### config.mk
export PLATFORM = sky130hd
export DESIGN_NAME = id_hazard_ctrl
export DESIGN_NICKNAME = d
export VERILOG_FILES = /design/src/rtl/rv32_pkg.sv /design/src/rtl/instr_class.sv /design/src/rtl/id_hazard_ctrl.sv
export SDC_FILE = /design/constraint.sdc
export NUM_CORES = 1
export LEC_CHECK = 0
export CORE_MARGIN = 2
export CORE_UTILIZATION = 45
export DETAILED_ROUTE_END_ITERATION = 8
export PLACE_DENSITY = 0.8
export SETUP_SLACK_MARGIN = 0.3
export SYNTH_ARGS = -nofsm -noshare
export SYNTH_HDL_FRONTEND = slang
export SYNTH_SLANG_ARGS = --single-unit
### constraint.sdc
create_clock -name clk -period 3.3 [get_ports clk]
set_clock_uncertainty 0.2 [all_clocks]
set_input_delay 0.99 -clock clk [delete_from_list [all_inputs] [get_ports clk]]
set_output_delay 0.99 -clock clk [all_outputs]
set_load 0.005 [all_outputs]
### src/rtl/rv32_pkg.sv
// Shared RV32I decode constants: opcodes, immediate-format selects and the
// canonical NOP, plus the decode-stage action encoding.
package rv32_pkg;

  localparam logic [6:0] OP_LOAD   = 7'b0000011;
  localparam logic [6:0] OP_STORE  = 7'b0100011;
  localparam logic [6:0] OP_BRANCH = 7'b1100011;
  localparam logic [6:0] OP_JAL    = 7'b1101111;
  localparam logic [6:0] OP_JALR   = 7'b1100111;
  localparam logic [6:0] OP_OPIMM  = 7'b0010011;
  localparam logic [6:0] OP_OP     = 7'b0110011;
  localparam logic [6:0] OP_LUI    = 7'b0110111;
  localparam logic [6:0] OP_AUIPC  = 7'b0010111;

  typedef enum logic [2:0] {
    IMM_I    = 3'd0,
    IMM_S    = 3'd1,
    IMM_B    = 3'd2,
    IMM_J    = 3'd3,
    IMM_U    = 3'd4,
    IMM_NONE = 3'd5
  } imm_sel_e;

  // addi x0,x0,0
  localparam logic [31:0] NOP_INSTR = 32'h0000_0013;

  typedef enum logic [1:0] {
    ACT_RUN,
    ACT_FREEZE,
    ACT_REDIRECT,
    ACT_LU_STALL
  } action_e;

endpackage

### src/rtl/instr_class.sv
// Opcode classifier: immediate format plus register-usage flags. Shared with
// the immediate generator's select logic.
module instr_class
  import rv32_pkg::*;
(
  input  logic [6:0] opcode,
  output logic [2:0] imm_sel,
  output logic       uses_rs1,
  output logic       uses_rs2,
  output logic       writes_rd,
  output logic       is_load
);

  imm_sel_e fmt;

  always_comb begin
    fmt       = IMM_NONE;
    uses_rs1  = 1'b0;
    uses_rs2  = 1'b0;
    writes_rd = 1'b0;
    is_load   = 1'b0;
    unique case (opcode)
      OP_OP: begin
        uses_rs1  = 1'b1;
        uses_rs2  = 1'b1;
        writes_rd = 1'b1;
      end
      OP_OPIMM, OP_JALR: begin
        fmt       = IMM_I;
        uses_rs1  = 1'b1;
        writes_rd = 1'b1;
      end
      OP_LOAD: begin
        fmt       = IMM_I;
        uses_rs1  = 1'b1;
        writes_rd = 1'b1;
        is_load   = 1'b1;
      end
      OP_STORE: begin
        fmt      = IMM_S;
        uses_rs1 = 1'b1;
        uses_rs2 = 1'b1;
      end
      OP_BRANCH: begin
        fmt      = IMM_B;
        uses_rs1 = 1'b1;
        uses_rs2 = 1'b1;
      end
      OP_JAL: begin
        fmt       = IMM_J;
        writes_rd = 1'b1;
      end
      OP_LUI, OP_AUIPC: begin
        fmt       = IMM_U;
        writes_rd = 1'b1;
      end
      default: ;
    endcase
  end

  assign imm_sel = fmt;

endmodule

### src/rtl/id_hazard_ctrl.sv
// Decode-stage sequencer: owns IF/ID, detects load-use hazards, squashes the
// wrong-path instruction on redirect, freezes on memory stall, counts events.
module id_hazard_ctrl
  import rv32_pkg::*;
#(
  parameter int unsigned CNT_W = 16,
  parameter logic [31:0] NOP   = NOP_INSTR
) (
  input  logic             clk,
  input  logic             rst_n,
  input  logic [31:0]      if_instr,
  input  logic [31:0]      if_pc,
  input  logic             ex_taken,
  input  logic             mem_stall,
  output logic             pc_we,
  output logic             pc_sel,
  output logic [31:0]      id_instr,
  output logic [31:0]      id_pc,
  output logic             id_valid,
  output logic [2:0]       imm_sel,
  output logic             id_bubble,
  output logic [CNT_W-1:0] stall_cnt,
  output logic [CNT_W-1:0] flush_cnt
);

  logic       uses_rs1, uses_rs2, writes_rd, is_load;
  logic       lu;
  logic [4:0] ex_rd;
  logic       ex_is_load;
  action_e    act;

  instr_class u_class (
    .opcode    (id_instr[6:0]),
    .imm_sel   (imm_sel),
    .uses_rs1  (uses_rs1),
    .uses_rs2  (uses_rs2),
    .writes_rd (writes_rd),
    .is_load   (is_load)
  );

  always_comb begin
    lu = id_valid & ex_is_load & (ex_rd != 5'd0) &
         ((uses_rs1 & (id_instr[19:15] == ex_rd)) |
          (uses_rs2 & (id_instr[24:20] == ex_rd)));
  end

  always_comb begin
    act = ACT_RUN;
    if (mem_stall)     act = ACT_FREEZE;
    else if (ex_taken) act = ACT_REDIRECT;
    else if (lu)       act = ACT_LU_STALL;
  end

  // Outputs gated by rst_n so a reset mid-stall or mid-redirect drops them at once.
  always_comb begin
    pc_we     = 1'b0;
    pc_sel    = 1'b0;
    id_bubble = 1'b0;
    if (rst_n) begin
      unique case (act)
        ACT_RUN:      pc_we = 1'b1;
        ACT_REDIRECT: begin
          pc_we     = 1'b1;
          pc_sel    = 1'b1;
          id_bubble = 1'b1;
        end
        ACT_LU_STALL: id_bubble = 1'b1;
        default: ;
      endcase
    end
  end

  always_ff @(posedge clk or negedge rst_n) begin
    if (!rst_n) begin
      id_instr   <= NOP;
      id_pc      <= '0;
      id_valid   <= 1'b0;
      ex_rd      <= '0;
      ex_is_load <= 1'b0;
      stall_cnt  <= '0;
      flush_cnt  <= '0;
    end else begin
      unique case (act)
        ACT_FREEZE: ;
        ACT_REDIRECT: begin
          id_instr   <= NOP;
          id_valid   <= 1'b0;
          ex_rd      <= '0;
          ex_is_load <= 1'b0;
          if (flush_cnt != '1) flush_cnt <= flush_cnt + CNT_W'(1);
        end
        ACT_LU_STALL: begin
          ex_rd      <= '0;
          ex_is_load <= 1'b0;
          if (stall_cnt != '1) stall_cnt <= stall_cnt + CNT_W'(1);
        end
        default: begin
          id_instr   <= if_instr;
          id_pc      <= if_pc;
          id_valid   <= 1'b1;
          ex_rd      <= (id_valid & writes_rd) ? id_instr[11:7] : '0;
          ex_is_load <= id_valid & is_load;
        end
      endcase
    end
  end

endmodule

==> impl_metrics.csv <==
group,metric,value,unit
timing,fmax,308,MHz
global_routing,top_usage_layer,"met2",
synthesis,synth-edff-count,0,
setup_path,r2r_setup_slack,0.16,ns
clock_tree,cts_tree,"built",
hold_path,min_path_type,"reg2reg",
die,fp.dieW,107,µm
synthesis,synth_commonest_cells,"100 x dfrtp_1, 47 x nand2_1, 32 x nand3_1, 28 x xnor2_1, 26 x mux2_4",
global_routing,grt_use_met2,36.1,%
finish,syn_to_final_growth,46.8,%
clock_tree,numCtsBuffers,9,
timing,timing.hold.ws,0.297,ns
global_routing,use_met3,4.48,%
synthesis,syn_area_per_cell,11.8,µm²
power,pwr-share-seq,50.0,%
timing,relSlewSlack,55.0,%
setup_path,crit_fanout,2,
power,peakVddDrop,0.000387,V
routing,vias,3932,
setup_path,crit_type,"reg2out",
synthesis,synth_top_area_share,52.0,%
finish,n_antenna_cell,0,
placement,place_area,0.00669,mm²
setup_path,rr_worst_depth,9,
power,power.density,430,mW/mm²
power,p_leak,3.08,nW
setup_path,cpMaxStageDelayCell,"dfstp_2",
synthesis,syn_area,0.00481,mm²
placement,post-place-cells,715,
setup_path,cp.required,2.11,ns
synthesis,synth_ff_type,"dfrtp_1",
setup_path,cp-endpoint,"id_bubble",
finish,fin_area,0.00706,mm²
outcome,status,"completed",
synthesis,seq_area_frac_synth,53.6,%
finish,drive_gt1_share,19.1,%
synthesis,synth-warning-count,0,
global_routing,met1_usage,28.3,%
power,switching_power,0.000832,W
synthesis,synthArstFlopShare,100,%
job,maxCapViolations,0,
clock_tree,cts_hold_buf,0,
timing,tightest_slew,0.676,ns
setup_path,crit_arrival,2.06,ns
routing,remaining_drc_errors,0,
global_routing,overflow,0,
setup_path,path_cells,"and3_4 > nand4_1 > or3_4 > a21oi_4 > buf_6 > o21a_1 > buf_2",
routing,first_pass_iters,4,
synthesis,synthTopCellsByArea,"dfrtp_1 52%, mux2_4 8.1%, xnor2_1 5.1%",
timing,slew_viol_final,0,
routing,ant_nets,0,
setup_path,max_stage_delay,0.56,ns
clock_tree,path_clk_slew,0.11,ns
setup_path,crit_path_start,"id_instr[0]",
clock_tree,cts_root_buf,"clkbuf_8",
clock_tree,cts_buffer_depth,2,
routing,wl_per_cell,16.7,µm
finish,nets,673,
timing,rsz0062_at_grt,"yes",
global_routing,grt_pass1_vias,3949,
die,num_rows,37,
power,switching_share,27.4,%
setup_path,r2r_start,"id_instr[0]",
placement,post-dp-hpwl,8950,µm
placement,gp_congestion,0.890,
setup_path,r2r-end,"id_pc[5]",
synthesis,synth_top_area_cell,"dfrtp_1",
routing,drt_iter0_markers,189,
global_routing,gr-usage-all-layers,21.7,%
die,dieHeight,107,µm
timing,fin_crit_sh,98.5,%
global_routing,grt_max_degree,56,
synthesis,synth_cell_types,46,
clock_tree,htreeDepth,3,
die,coreArea,0.0104,mm²
die,io_pins,171,
die,dieArea,0.0115,mm²
global_routing,antenna_found_initial,0,
finish,final_cell_count_no_fill,744,
die,initial_core_util,46.4,%
placement,io_buffers,170,
timing,setup_viol,0,
power,clockPowerShare,25.9,%
routing,viasPerCell,5.28,
synthesis,syn-num-nets,479,
clock_tree,cts.sinks,103,
synthesis,synthCells,409,
routing,wirelength,12400,µm
clock_tree,clock_latency,0.36,ns
setup_path,cp-end-kind,"primary output",
synthesis,synth.most_common_cell,"dfrtp_1",
timing,min_period,3.25,ns
power,intPower,0.00221,W
setup_path,startpoint_type,"register",
power,pwr-share-comb,24.0,%
synthesis,synth_seq_cells,103,
timing,hold_violations,0,
global_routing,grt_pass1_wl,19700,µm
[worst min-delay path by stage]
stage / slack, ns / cells past startpoint / startpoint / endpoint
4_1_cts: 0.30 / 1 / flush_cnt[10] / flush_cnt[10]
2_1_floorplan: 0.27 / 2 / ex_is_load / ex_is_load
3_3_place_gp: 0.27 / 2 / id_instr[0] / id_instr[0]
6_report: 0.30 / 1 / flush_cnt[10] / flush_cnt[10]
5_1_grt: 0.33 / 1 / flush_cnt[10] / flush_cnt[10]
3_5_place_dp: 0.28 / 2 / id_instr[1] / id_instr[1]
[cells by family (layout without fill, tap and decap cells)]
group | count (synthesis) | in the layout | synth area share [%]
adder cells (fa/ha/maj) | 2 | 2 | 0.520
multiplexers | 35 | 35 | 10.2
flip-flops | 103 | 103 | 53.6
XOR/XNOR | 40 | 40 | 7.28
AO/OA/AOI/OAI | 56 | 56 | 9.52
buffers and inverters | 25 | 224 | 3.72
AND/OR/NAND/NOR | 148 | 148 | 15.1
[layer usage]
metal | routed length, µm | vias up | part of all wire, %
met1 | 5170 | 1907 | 42
met4 | 226 | 0 | 1.8
met3 | 751 | 21 | 6.1
met2 | 6250 | 162 | 50
li1 | - | 1842 | -
met5 | 0 | - | 0
[area by class of cell]
| class | instances | area, µm² |
|---|---|---|
| clock buffers | 11 | 151 |
| multi-input cells | 281 | 2140 |
| fillers | 787 | 3310 |
| repair buffers | 202 | 1950 |
| inverters | 6 | 22.5 |
| well taps | 136 | 170 |
| clock inverters | 5 | 46.3 |
| flip-flops and latches | 103 | 2590 |
[sequential cells by signal (all words and copies together), names as in the netlist]
signal and count:
id_instr 32, id_pc 32, flush_cnt 16, stall_cnt 16
ex_rd 5, ex_is_load 1, id_valid 1
[cells in the final DEF, fill, tap and decap left out, types with 4 or more instances in the layout]
| cell type | instances |
|---|---|
| clkbuf_8 | 11 |
| dfrtp_2 | 4 |
| nor2_1 | 19 |
| nor3_1 | 6 |
| nand2_1 | 47 |
| o211ai_1 | 15 |
| dfrtp_1 | 96 |
| dlygate4sd2_1 | 4 |
| nand4_1 | 17 |
| xnor2_2 | 5 |
| nand3_1 | 31 |
| mux2_2 | 9 |
| xnor2_1 | 23 |
| a22o_1 | 19 |
| xor2_1 | 12 |
| buf_4 | 29 |
| clkdlybuf4s50_1 | 161 |
| inv_1 | 5 |
| mux2_4 | 26 |
| and3_1 | 8 |
[worst max-delay path: cells and delay by family (launching register included)]
kind,cells,cell delay (ns)
buffers and inverters,2,0.23
AOI/OAI and AO/OA,2,0.28
DFF,1,0.56
and+or+nand+nor,3,0.62
[metrics by stage]
stage	total power, W	setup WS (ns)	TNS [ns]	utilization [%]
after global routing	0.00320	-0.0284	-0.0284	68.1
after global placement	0.00223	-0.173	-0.370	64.5
after CTS	0.00305	-0.0153	-0.0153	67.4
after detailed placement	0.00225	-0.271	-0.541	64.5
after floorplan	0.00180	0.378	0	-
final	0.00304	0.0490	0	68.1
[power by group through the flow]
| stage | combinational [W] | clock, W | sequential, W |
|---|---|---|---|
| finish | 0.000730 | 0.000788 | 0.00152 |
| global route | 0.000788 | 0.000869 | 0.00154 |
| CTS | 0.000726 | 0.000812 | 0.00152 |
| detailed placement | 0.000711 | 0 | 0.00154 |
| global placement | 0.000693 | 0 | 0.00153 |
| floorplan | 0.000264 | 0 | 0.00153 |
[timing repair]
| item | in CTS | in global routing |
|---|---|---|
| gates resized for setup | 26 | 14 |
| pin swaps | 6 | 6 |
| buffers inserted | 11 | 2 |
| endpoints found under the setup margin | 36 | 50 |
No activity file was read; power rests on OpenSTA's default activity.
